==> config.mk <==
export PLATFORM = sky130hd
export DESIGN_NAME = adder_result_fifo
export DESIGN_NICKNAME = d
export VERILOG_FILES = /design/src/rtl/adder_pkg.sv /design/src/rtl/adder_sat_counter.sv /design/src/rtl/adder_result_fifo.sv
export SDC_FILE = /design/constraint.sdc
export NUM_CORES = 1
export LEC_CHECK = 0
export CAP_MARGIN = 20
export CORE_UTILIZATION = 40
export CTS_CLUSTER_SIZE = 30
export DETAILED_ROUTE_END_ITERATION = 8
export DONT_BUFFER_PORTS = 1
export PLACE_DENSITY = 0.66
export SYNTH_ARGS = -nofsm -noshare
export SYNTH_HDL_FRONTEND = slang
export SYNTH_SLANG_ARGS = --single-unit
==> constraint.sdc <==
create_clock -name clk -period 13.3 [get_ports clk]
set_input_delay 0 -clock clk [delete_from_list [all_inputs] [get_ports clk]]
set_output_delay 0 -clock clk [all_outputs]
set_load 0.02 [all_outputs]
==> src/rtl/adder_pkg.sv <==
// Shared constants and helpers for the adder_ip family of blocks.
package adder_pkg;

  // Result entry packing relative to DATA_WIDTH: {ovf, cout, sum}
  localparam int RES_COUT_BIT = 0;
  localparam int RES_OVF_BIT  = 1;
  localparam int RES_EXTRA_W  = 2;

  // FIFO occupancy classification, derived from the current level
  typedef enum logic [1:0] {
    OCC_EMPTY   = 2'd0,
    OCC_PARTIAL = 2'd1,
    OCC_FULL    = 2'd2
  } occ_e;

  // Ceiling log2, usable in constant expressions (clog2(1) == 0)
  function automatic int clog2(input int v);
    int r;
    r = 0;
    while ((1 << r) < v) r++;
    return r;
  endfunction

endpackage

==> src/rtl/adder_sat_counter.sv <==
// Saturating event counter with synchronous clear; a clear coincident with
// an increment leaves the count at one.
module adder_sat_counter #(
  parameter int WIDTH = 16
) (
  input  logic             clk,
  input  logic             rst_n,
  input  logic             clr,
  input  logic             inc,
  output logic [WIDTH-1:0] cnt
);

  localparam logic [WIDTH-1:0] ONE = WIDTH'(1);
  localparam logic [WIDTH-1:0] MAX = {WIDTH{1'b1}};

  // Clear-then-increment, holding at all-ones instead of wrapping
  always_ff @(posedge clk or negedge rst_n) begin
    if (!rst_n) begin
      cnt <= '0;
    end else if (clr) begin
      cnt <= inc ? ONE : '0;
    end else if (inc && (cnt != MAX)) begin
      cnt <= cnt + ONE;
    end
  end

endmodule

==> src/rtl/adder_result_fifo.sv <==
// First-word-fall-through result buffer behind adder_ip. adder_ip cannot be
// stalled, so beats arriving while full are dropped and counted.
module adder_result_fifo
  import adder_pkg::*;
#(
  parameter int DATA_WIDTH = 32,
  parameter int DEPTH      = 8,
  parameter int CNT_WIDTH  = 16
) (
  input  logic                        clk,
  input  logic                        rst_n,
  input  logic                        in_valid,
  input  logic [DATA_WIDTH-1:0]       in_sum,
  input  logic                        in_cout,
  input  logic                        in_ovf,
  output logic                        out_valid,
  input  logic                        out_ready,
  output logic [DATA_WIDTH-1:0]       out_sum,
  output logic                        out_cout,
  output logic                        out_ovf,
  output logic [clog2(DEPTH):0]       level,
  output logic                        full,
  output logic                        empty,
  input  logic                        clr_stats,
  output logic [CNT_WIDTH-1:0]        drop_cnt,
  output logic [CNT_WIDTH-1:0]        ovf_cnt,
  output logic                        sticky_ovf
);

  localparam int AW = clog2(DEPTH);
  localparam int PW = AW + 1;
  localparam int EW = DATA_WIDTH + RES_EXTRA_W;

  // Reject unsupported configurations at elaboration
  generate
    if ((DEPTH < 2) || ((DEPTH & (DEPTH - 1)) != 0)) begin : g_bad_depth
      $fatal(1, "adder_result_fifo: DEPTH must be a power of two >= 2");
    end
    if (CNT_WIDTH < 2) begin : g_bad_cnt
      $fatal(1, "adder_result_fifo: CNT_WIDTH must be >= 2");
    end
  endgenerate

  logic [EW-1:0] r_mem [DEPTH];
  logic [PW-1:0] r_wr_ptr;
  logic [PW-1:0] r_rd_ptr;
  logic          r_sticky_ovf;

  logic [PW-1:0] w_level;
  occ_e          w_occ;
  logic          w_full;
  logic          w_empty;
  logic          w_pop;
  logic          w_push;
  logic          w_drop;
  logic          w_ovf_acc;
  logic [EW-1:0] w_head;

  // Pointers carry one extra MSB, so their difference is the occupancy
  // 0..DEPTH without a separate level register.
  assign w_level = r_wr_ptr - r_rd_ptr;

  // Classify occupancy; full/empty fall out of the class
  always_comb begin
    w_occ = OCC_PARTIAL;
    if (w_level == '0)               w_occ = OCC_EMPTY;
    else if (w_level == PW'(DEPTH))  w_occ = OCC_FULL;
  end

  assign w_full    = (w_occ == OCC_FULL);
  assign w_empty   = (w_occ == OCC_EMPTY);
  assign w_pop     = !w_empty && out_ready;
  // A pop in the same cycle frees the slot a full FIFO would otherwise lack
  assign w_push    = in_valid && (!w_full || w_pop);
  assign w_drop    = in_valid && w_full && !w_pop;
  assign w_ovf_acc = w_push && in_ovf;

  // Storage is never reset; out_* gating hides whatever it holds
  always_ff @(posedge clk) begin
    if (w_push) r_mem[r_wr_ptr[AW-1:0]] <= {in_ovf, in_cout, in_sum};
  end

  // Write pointer advances on every accepted beat
  always_ff @(posedge clk or negedge rst_n) begin
    if (!rst_n)      r_wr_ptr <= '0;
    else if (w_push) r_wr_ptr <= r_wr_ptr + PW'(1);
  end

  // Read pointer advances on every consumer handshake
  always_ff @(posedge clk or negedge rst_n) begin
    if (!rst_n)     r_rd_ptr <= '0;
    else if (w_pop) r_rd_ptr <= r_rd_ptr + PW'(1);
  end

  // Sticky overflow: an accepted overflow beat wins over a clear
  always_ff @(posedge clk or negedge rst_n) begin
    if (!rst_n)         r_sticky_ovf <= 1'b0;
    else if (w_ovf_acc) r_sticky_ovf <= 1'b1;
    else if (clr_stats) r_sticky_ovf <= 1'b0;
  end

  adder_sat_counter #(.WIDTH(CNT_WIDTH)) u_drop_cnt (
    .clk   (clk),
    .rst_n (rst_n),
    .clr   (clr_stats),
    .inc   (w_drop),
    .cnt   (drop_cnt)
  );

  adder_sat_counter #(.WIDTH(CNT_WIDTH)) u_ovf_cnt (
    .clk   (clk),
    .rst_n (rst_n),
    .clr   (clr_stats),
    .inc   (w_ovf_acc),
    .cnt   (ovf_cnt)
  );

  assign w_head     = r_mem[r_rd_ptr[AW-1:0]];
  assign out_valid  = !w_empty;
  assign out_sum    = w_empty ? '0 : w_head[DATA_WIDTH-1:0];
  assign out_cout   = !w_empty && w_head[DATA_WIDTH+RES_COUT_BIT];
  assign out_ovf    = !w_empty && w_head[DATA_WIDTH+RES_OVF_BIT];
  assign level      = w_level;
  assign full       = w_full;
  assign empty      = w_empty;
  assign sticky_ovf = r_sticky_ovf;

endmodule

==> flow_summary.toml, run 1 <==
[cts]
cts_num_sinks = 313
post_cts.repair.setup_buffers = 0
clk_pin_slew_ps = 60
root_buffer = "clkbuf_16"
clk_latency_ps = 590
ctsHtreeMaxLevel = 1
cts_resized = 0
clk_path_buf_depth = 3
hold_buffers = 44
cts_tree = "yes"
cts_made_buffers = 30

[finish]
area_growth_pct = 15.6
multi_input_area_sq_um = 3480
fill_cells = 2631
regArea_sq_um = 9200
fin_nets = 852
final_core_util = 0.471
drive_gt1_frac = 0.204

[worst_setup_path]
cp_slowest_stage_delay_ps = 890
start_kind = "register"
path_max_fanout = 37
worstPathArrival_ps = 4690
r2r_start = "r_rd_ptr[2]$_DFFE_PN0P_"
rr_worst_depth = 8
critPathCaptureType = "register"
critPathSlowestCell = "dfrtp_2"
r2r-end = "r_mem[4][2]$_DFFE_PP_"
critPathRequiredTime_ps = 13510
timing.critical_path.cells = "clkinv_1 -> ha_1 -> xor2_1 -> or3_4 -> o31ai_4 -> or2_2 -> nor3_2 -> buf_4"
startpoint = "r_rd_ptr[2]$_DFFE_PN0P_"
reg2reg_setup_slack_ps = 8820
critical_path_class = "register to register"

[route]
avgViaCountPerCell = 5.54
antenna_left = 0
first_pass_iters = 5
totalWireLength_um = 25800
wl_per_cell_um = 20.9
num_vias = 6822
drt_first_iter_violations = 471
drc_errors = 0

[yosys]
synth_flop_cell = "edfxtp_1"
syn_avg_cell_area_sq_um = 17.1
synth_fp_nets = 800
synth_edf_count = 272
synthArstFlopShare = 0.131
synth_warnings = 0
synth_cell_types = 51
yosysSeqAreaShare = 0.716
synthesis.area_sq_um = 12800
synth-seq-cells = 313
synth_cells = 753

[sta]
setup_violations = 0
setup_tns_ps = 0
post-route-min-period_ps = 4480
worst_slew_pin_slew_ps = 1040
skew_ps = 48.3
relSlewSlack = 0.305
max_freq_ghz = 0.223
rsz0062_at_grt = "no"
slew_violations = 0
post-route-period-util = 0.337
finalHoldViolCount = 0

[outcome]
status = "completed"

[grt]
gr-total-overflow = 0
grt_pass1_vias = 6833
grt_max_degree = 72
antenna_found_initial = 2
grt_pass1_wl_um = 40600
grt.total_usage = 0.158

[power]
cellLeakagePower_nw = 4.88
power.density_nw_per_um2 = 219
ir_drop_v = 0.000117

[worst_hold_path]
hold_path_class = "input port to asynchronous set/reset pin"

[flow_run]
cap_violations = 0

[placed_design]
io_buffers = 0
gp_congestion = 0.787
hpwl_um = 14900

[floorplan]
die_area_sq_um = 32800
core_area_sq_um = 31600
pin_count = 113
fp-row-count = 65
die-width_um = 181
fp.dieH_um = 181
initial_utilization = 0.407
critical path, delay by kind of cell, from the launching register on:
kind            cells  cell delay (ps)
compound gates      1              140
xor+xnor            1              580
fa+ha+maj           1              410
buf+inv             2              690
flops               1              890
simple gates        3             1400
cells by family (layout without fill, tap and decap cells):
family                     count (synthesis)  after routing  synth area share
and+or+nand+nor                          206            206            0.0830
xor gates and xnor gates                   9              9           0.00614
buffers and inverters                     53            129            0.0171
DFF                                      313            313             0.716
other                                      0              1                 0
adders and majority gates                  8              8           0.00838
muxes                                     82             82             0.131
AOI/OAI and AO/OA                         82             82            0.0384
how the worst max path moves through the flow:
stage,endpoint,slack [ps],cells past startpoint
finish,r_mem[4][2]$_DFFE_PP_,8820,8
global route,r_mem[4][29]$_DFFE_PP_,8480,8
CTS,r_mem[4][2]$_DFFE_PP_,8720,8
detailed placement,r_mem[4][8]$_DFFE_PP_,8740,8
global placement,r_mem[4][8]$_DFFE_PP_,8860,8
floorplan,r_mem[2][0]$_DFFE_PP_,6820,9
Yosys cell counts (all sizes together), types with 2 or more instances:
cell type | count | area share
a21oi | 55 | 0.022
buf | 14 | 0.0056
clkbuf | 23 | 0.0068
dfrtp | 41 | 0.080
edfxtp | 272 | 0.64
ha | 7 | 0.0068
inv | 15 | 0.0044
mux2 | 13 | 0.011
mux4 | 68 | 0.12
nand2 | 83 | 0.024
nand2b | 6 | 0.0029
nand3 | 15 | 0.0058
nand4 | 12 | 0.0063
nor2 | 22 | 0.0064
nor2b | 10 | 0.0049
nor3 | 13 | 0.0068
nor3b | 2 | 0.0012
nor4 | 13 | 0.0068
o2111ai | 2 | 0.0019
o21ai | 13 | 0.0051
o31ai | 8 | 0.0057
or2 | 4 | 0.0019
or3 | 10 | 0.0053
or4 | 10 | 0.0061
xnor2 | 7 | 0.0048
xor2 | 2 | 0.0014
final cells by class:
class                      instances  share of cell area
antenna                            1            0.000169
inverter                          16             0.00405
sequential                       313               0.620
clock inverter                    16              0.0105
tap                              402              0.0339
multi-input combinational        387               0.235
clock buffer                      40              0.0578
timing repair buffer              57              0.0393
state kept, by name (all words and copies together), names as in the netlist:
| signal | cells |
|---|---|
| sticky_ovf | 1 |
| r_rd_ptr | 4 |
| r_mem | 272 |
| u_drop_cnt.cnt | 16 |
| u_ovf_cnt.cnt | 16 |
| r_wr_ptr | 4 |
per-stage QoR:
stage	area, sq um	power [W]	std cells	hold slack [ps]	setup slack [ps]
floorplan	12800	0.00215	753	-296	6820
global placement	13300	0.00240	1131	-295	8860
detailed placement	13300	0.00241	1131	-295	8740
CTS	14800	0.00330	1231	39.9	8720
global route	14800	0.00342	1231	64.2	8480
finish	14800	0.00325	1232	52.7	8820
report_power, final:
part	total, W	switching [W]	internal (W)
combinational	0.00107	0.000707	0.000365
sequential	0.00132	0.0000937	0.00123
clock	0.000856	0.000363	0.000492
layer usage:
metal / global-route usage / wire [um] / share of wire / up-vias
met5: 0 / 13 / 0.00050 / -
met4: 0.0380 / 514 / 0.020 / 2
met3: 0.0468 / 1890 / 0.073 / 42
met2: 0.252 / 12200 / 0.47 / 188
met1: 0.214 / 11200 / 0.43 / 3502
li1: - / - / - / 3088
cell usage in the layout, fill, tap and decap left out, types with 3 or more instances in the layout:
cell type	synthesis	layout
clkbuf_1	22	3
or4_1	9	9
buf_4	0	13
nor3_1	11	8
dfrtp_1	41	38
inv_1	15	14
mux2_1	6	6
o21ai_0	13	13
xnor2_1	7	7
ha_1	7	7
mux4_2	68	68
clkbuf_16	0	30
a21oi_1	54	53
nand2b_1	6	6
nor3_2	0	3
nor2b_1	10	10
nand2_1	83	83
nor4_2	1	3
nor2_1	22	22
nor4_1	12	10
clkinv_2	0	9
or2_2	4	4
nand3_1	15	15
or3_1	9	9
dlygate4sd3_1	0	41
o31ai_1	7	7
clkbuf_8	0	7
nand4_1	11	11
mux2_2	7	7
edfxtp_1	272	272
(Power assumes the default switching activity.)
==> run 2, diff against run 1 <==
- PLACE_DENSITY: 0.66 -> 0.68
- clock period: 13.3 -> 3.6 ns (I/O delays scaled with it)
==> run 2 against run 1 <==
  * Largest cell class unchanged
  * Maximum frequency is 34% higher
  * Critical endpoint is now r_mem[6][23]$_DFFE_PP_
  * Clock skew is 22 ps lower
  * Highest routed layer is now met4
  * Critical path type unchanged
  * Clock power grew to 3.9 times the previous value
==> flow_summary.toml, run 2 (synthesis results as in run 1) <==
[worst_setup_path]
critPathCaptureType = "register"
r2r_start = "r_wr_ptr[0]$_DFFE_PN0P_"
path_max_fanout = 26
timing.critical_path.cells = "inv_6 -> ha_4 -> inv_1 -> fa_2 -> nand2b_4 -> or3_4 -> o31ai_4 -> or2_4 -> nor3b_4 -> buf_4"
r2r-end = "r_mem[6][23]$_DFFE_PP_"
reg2reg_setup_slack_ps = 260
critPathSlowestCell = "fa_2"
start_kind = "register"
cp_slowest_stage_delay_ps = 540
worstPathArrival_ps = 3560
rr_worst_depth = 10
critPathRequiredTime_ps = 3820
critical_path_class = "register to register"

[sta]
relSlewSlack = 0.296
max_freq_ghz = 0.299
slew_violations = 0
skew_ps = 26.5
worst_slew_pin_slew_ps = 1060
rsz0062_at_grt = "no"
setup_tns_ps = 0
finalHoldViolCount = 0
post-route-min-period_ps = 3340
setup_violations = 0
worst_slack_ps = 259
hold_ws_ps = 118
post-route-period-util = 0.928

[route]
wl_per_cell_um = 21.6
num_vias = 7087
drt_first_iter_violations = 526
drc_errors = 0
avgViaCountPerCell = 5.62
totalWireLength_um = 27200
antenna_left = 0
first_pass_iters = 5

[finish]
final_core_util = 0.481
layout_commonest_cell = "edfxtp_1"
mostFrequentLayoutCells = "edfxtp_1, nand2_1, mux4_2, a21oi_1, dlygate4sd3_1"
area_growth_pct = 18.2
fill_cells = 2651
drive_gt1_frac = 0.225
largest_reg_flops = 272
fin_nets = 878

[floorplan]
initial_utilization = 0.407
pin_count = 113
core_area_sq_um = 31600
fp-row-count = 65
die_area_sq_um = 32800
die-width_um = 181
fp.dieH_um = 181

[cts]
clk_latency_ps = 590
ctsHtreeMaxLevel = 1
clk_path_buf_depth = 3
cts_made_buffers = 31
cts_tree = "yes"
root_buffer = "clkbuf_16"
clk_pin_slew_ps = 60
cts_num_sinks = 313

[grt]
grt_pass1_wl_um = 42200
grt.total_usage = 0.167
grt_pass1_vias = 7169
grt_max_degree = 72
antenna_found_initial = 2
gr-total-overflow = 0

[flow_run]
cap_violations = 0

[outcome]
status = "completed"

[placed_design]
io_buffers = 0
gp_congestion = 0.826
hpwl_um = 15900
place_ws_ps = 223

[worst_hold_path]
worstHoldStart = "out_ready"
hold_path_class = "input port to register"
worst_hold_path.endpoint = "u_ovf_cnt.cnt[0]$_DFFE_PN0P_"
hold_path_depth = 4

[power]
power.total_w = 0.0128
power.density_nw_per_um2 = 843
cellLeakagePower_nw = 5.04
ir_drop_v = 0.000694
-- run 2: changes by cell type in the layout (fill, tap and decap cells not counted), moves of 3 or more --
cell,change
nor3_2,-3
buf_4,+23
clkbuf_8,-7
clkinv_1,+6
clkinv_2,-4
nor3_4,+3
bufinv_16,+3
-- run 2: layer usage --
layer / track usage / vias to the layer above / routed length [um]
met1: 0.237 / 3662 / 11900
met3: 0.0343 / 32 / 1950
li1: - / 3132 / -
met5: 0 / - / 0
met4: 0.0346 / 0 / 452
met2: 0.266 / 261 / 12800
-- run 2: metrics by stage --
step | instances | area, sq um
floorplan | 753 | 13000
global placement | 1155 | 13600
detailed placement | 1155 | 13600
CTS | 1258 | 15200
global route | 1260 | 15200
finish | 1260 | 15200
-- run 2: worst max-delay path, delay by kind of cell (launching register included) --
| family | cells | cell delay [ps] |
|---|---|---|
| flops | 1 | 420 |
| simple gates | 4 | 1120 |
| buf+inv | 3 | 660 |
| fa+ha+maj | 2 | 680 |
| compound gates | 1 | 90 |
-- run 2: power breakdown --
part	leakage [nW]	total (W)	internal (W)	switching, W
Clock	0.504	0.00330	0.00194	0.00136
Sequential	3.02	0.00471	0.00455	0.000168
Combinational	1.51	0.00478	0.00175	0.00303
Total	5.04	0.0128	0.00823	0.00456
-- run 2: area by class of cell --
cell class / count / area, sq um / share of cell area
flip-flops and latches: 313 / 9200 / 0.606
multi-input cells: 387 / 3590 / 0.236
clock buffers: 35 / 791 / 0.0521
repair buffers: 82 / 769 / 0.0507
well taps: 402 / 503 / 0.0331
clock inverters: 23 / 260 / 0.0171
inverters: 16 / 66.3 / 0.00437
diodes: 2 / 5.00 / 0.000330
-- run 2: worst max path at each step --
stage                       startpoint                endpoint  slack (ps)  cells past startpoint
2_1_floorplan  r_rd_ptr[2]$_DFFE_PN0P_   r_mem[6][0]$_DFFE_PP_          10                     10
3_3_place_gp   r_wr_ptr[0]$_DFFE_PN0P_  r_mem[7][14]$_DFFE_PP_         350                     10
3_5_place_dp   r_wr_ptr[0]$_DFFE_PN0P_  r_mem[6][21]$_DFFE_PP_         220                     10
4_1_cts        r_rd_ptr[0]$_DFFE_PN0P_             out_sum[30]         170                      5
5_1_grt        r_wr_ptr[0]$_DFFE_PN0P_  r_mem[6][23]$_DFFE_PP_         140                     10
6_report       r_wr_ptr[0]$_DFFE_PN0P_  r_mem[6][23]$_DFFE_PP_         260                     10
-- run 2: what timing repair did --
item	in CTS	in global routing
hold buffers	45	0
resized for setup	0	1
hold endpoints to repair	400	0
buffers inserted	0	0
endpoints found under the setup margin	0	1
==> run 3, diff against run 2 <==
- CTS_BUF_LIST: unset -> sky130_fd_sc_hd__clkbuf_2 sky130_fd_sc_hd__clkbuf_4 sky130_fd_sc_hd__clkbuf_8
==> run 3 against run 2 <==
  * First-iteration DRC count decreased by 17%
  * Critical path type unchanged
  * Final cell count up 1.8%
  * Utilization down 0.53 points
  * Non-clock buffer count unchanged
  * Clock power decreased by 15%
  * Highest routed layer is now met5
==> flow_summary.toml, run 3 (synthesis results as in run 1) <==
[finish]
drive_gt1_frac = 0.247
area_growth_pct = 16.9
largest_reg_flops = 272
finalNonFillerCells = 1283
fin_nets = 895
layout_commonest_cell = "edfxtp_1"
mostFrequentLayoutCells = "edfxtp_1, nand2_1, mux4_2, a21oi_1, clkbuf_8"

[sta]
setup_violations = 0
slew_violations = 0
rsz0062_at_grt = "no"
skew_ps = 41.4
finalHoldViolCount = 0
worst_slew_pin_slew_ps = 1040
relSlewSlack = 0.305
max_freq_ghz = 0.300
setup_tns_ps = 0
post-route-min-period_ps = 3330
post-route-period-util = 0.926

[worst_setup_path]
rr_worst_depth = 10
r2r_start = "r_wr_ptr[0]$_DFFE_PN0P_"
critPathRequiredTime_ps = 3820
critical_path_class = "register to register"
r2r-end = "r_mem[6][19]$_DFFE_PP_"
start_kind = "register"
path_max_fanout = 26
reg2reg_setup_slack_ps = 270
critPathCaptureType = "register"
worstPathArrival_ps = 3560

[floorplan]
pin_count = 113
die-width_um = 181
core_area_sq_um = 31600
die_area_sq_um = 32800
fp.dieH_um = 181
fp-row-count = 65
initial_utilization = 0.407

[worst_hold_path]
worstHoldStart = "in_sum[3]"
hold_path_depth = 1
hold_path_class = "input port to register"
worst_hold_path.endpoint = "r_mem[6][3]$_DFFE_PP_"

[grt]
grt_max_degree = 72
antenna_found_initial = 3
grt_pass1_wl_um = 42500
grt.total_usage = 0.169
grt_pass1_vias = 7254
gr-total-overflow = 0

[route]
antenna_left = 0
first_pass_iters = 5
wl_per_cell_um = 21.3
wl_met3_um = 2030
num_vias = 7105
routed.top_layer = "met5"
avgViaCountPerCell = 5.54
drc_errors = 0
m1WireLength_um = 12200
dr_wl_met2_um = 12600
totalWireLength_um = 27300
drt_first_iter_violations = 437

[power]
switching_share = 0.369
seq_power_share = 0.384
power.share.combinational = 0.388
cellLeakagePower_nw = 5.01
power.internal_w = 0.00775
ir_drop_v = 0.000681
power.density_nw_per_um2 = 818
p_sw_w = 0.00453
p_clk_frac = 0.228

[cts]
ctsHtreeMaxLevel = 2
clk_pin_slew_ps = 70
clk_path_buf_depth = 3
cts_num_sinks = 313
clk_latency_ps = 590
cts_made_buffers = 48
post_cts.repair.setup_buffers = 0
root_buffer = "clkbuf_8"
cts_tree = "yes"

[placed_design]
dp_cells = 1155
gp_congestion = 0.826
hpwl_um = 15900
io_buffers = 0

[flow_run]
cap_violations = 0

[outcome]
status = "completed"
run 3: cell count changes in the layout (fill, tap and decap cells not counted), sizes merged:
cell      before  now
clkbuf        35   62
bufinv         5    1
diode          2    1
clkinvlp       3    0
clkinv        15   19
run 3: critical path, stage by stage, from the launching register on:
cell	delay (ps)
dfrtp_1	420
inv_6	110
ha_4	140
inv_1	50
fa_2	540
nand2b_4	130
or3_4	150
o31ai_4	90
or2_4	320
nor3b_4	530
buf_4	500
run 3: cell type report:
type / instances / area, sq um
fill: 2689 / 16500
sequential: 313 / 9200
multi-input combinational: 387 / 3590
clock buffer: 62 / 766
timing repair buffer: 82 / 762
tap: 402 / 503
clock inverter: 20 / 128
inverter: 16 / 66.3
antenna: 1 / 2.50
run 3: through the flow:
stage,area [sq um],total power [W],worst slack (ps),hold slack (ps),util
3_3_place_gp,13600,0.00946,352,-295,0.432
2_1_floorplan,13000,0.00816,14.2,-296,-
3_5_place_dp,13600,0.00954,223,-295,0.432
4_1_cts,15000,0.0124,168,231,0.476
6_report,15000,0.0123,265,256,0.476
5_1_grt,15000,0.0129,156,245,0.476
run 3: power by group through the flow:
stage | Combinational, W | Clock, W | Sequential (W)
final | 0.00476 | 0.00280 | 0.00471
after global routing | 0.00514 | 0.00301 | 0.00476
after CTS | 0.00486 | 0.00287 | 0.00472
after detailed placement | 0.00474 | 0 | 0.00479
after global placement | 0.00469 | 0 | 0.00477
after floorplan | 0.00340 | 0 | 0.00476
run 3: how the worst max path moves through the flow:
stage,from,to,cells past startpoint
floorplan,r_rd_ptr[2]$_DFFE_PN0P_,r_mem[6][0]$_DFFE_PP_,10
global placement,r_wr_ptr[0]$_DFFE_PN0P_,r_mem[7][14]$_DFFE_PP_,10
detailed placement,r_wr_ptr[0]$_DFFE_PN0P_,r_mem[6][21]$_DFFE_PP_,10
CTS,r_rd_ptr[0]$_DFFE_PN0P_,out_sum[30],5
global route,r_wr_ptr[0]$_DFFE_PN0P_,r_mem[7][0]$_DFFE_PP_,10
finish,r_wr_ptr[0]$_DFFE_PN0P_,r_mem[6][19]$_DFFE_PP_,10
run 3: what timing repair did:
item	4_1_cts	5_1_grt
hold buffers	45	0
gates resized for setup	0	1
endpoints found under the hold margin	400	0
endpoints found under the setup margin	0	1
run 3: metal layers:
metal,up-vias,global-route usage
li1,3167,-
met1,3646,0.238
met2,238,0.262
met3,50,0.0450
met4,4,0.0431
met5,-,0
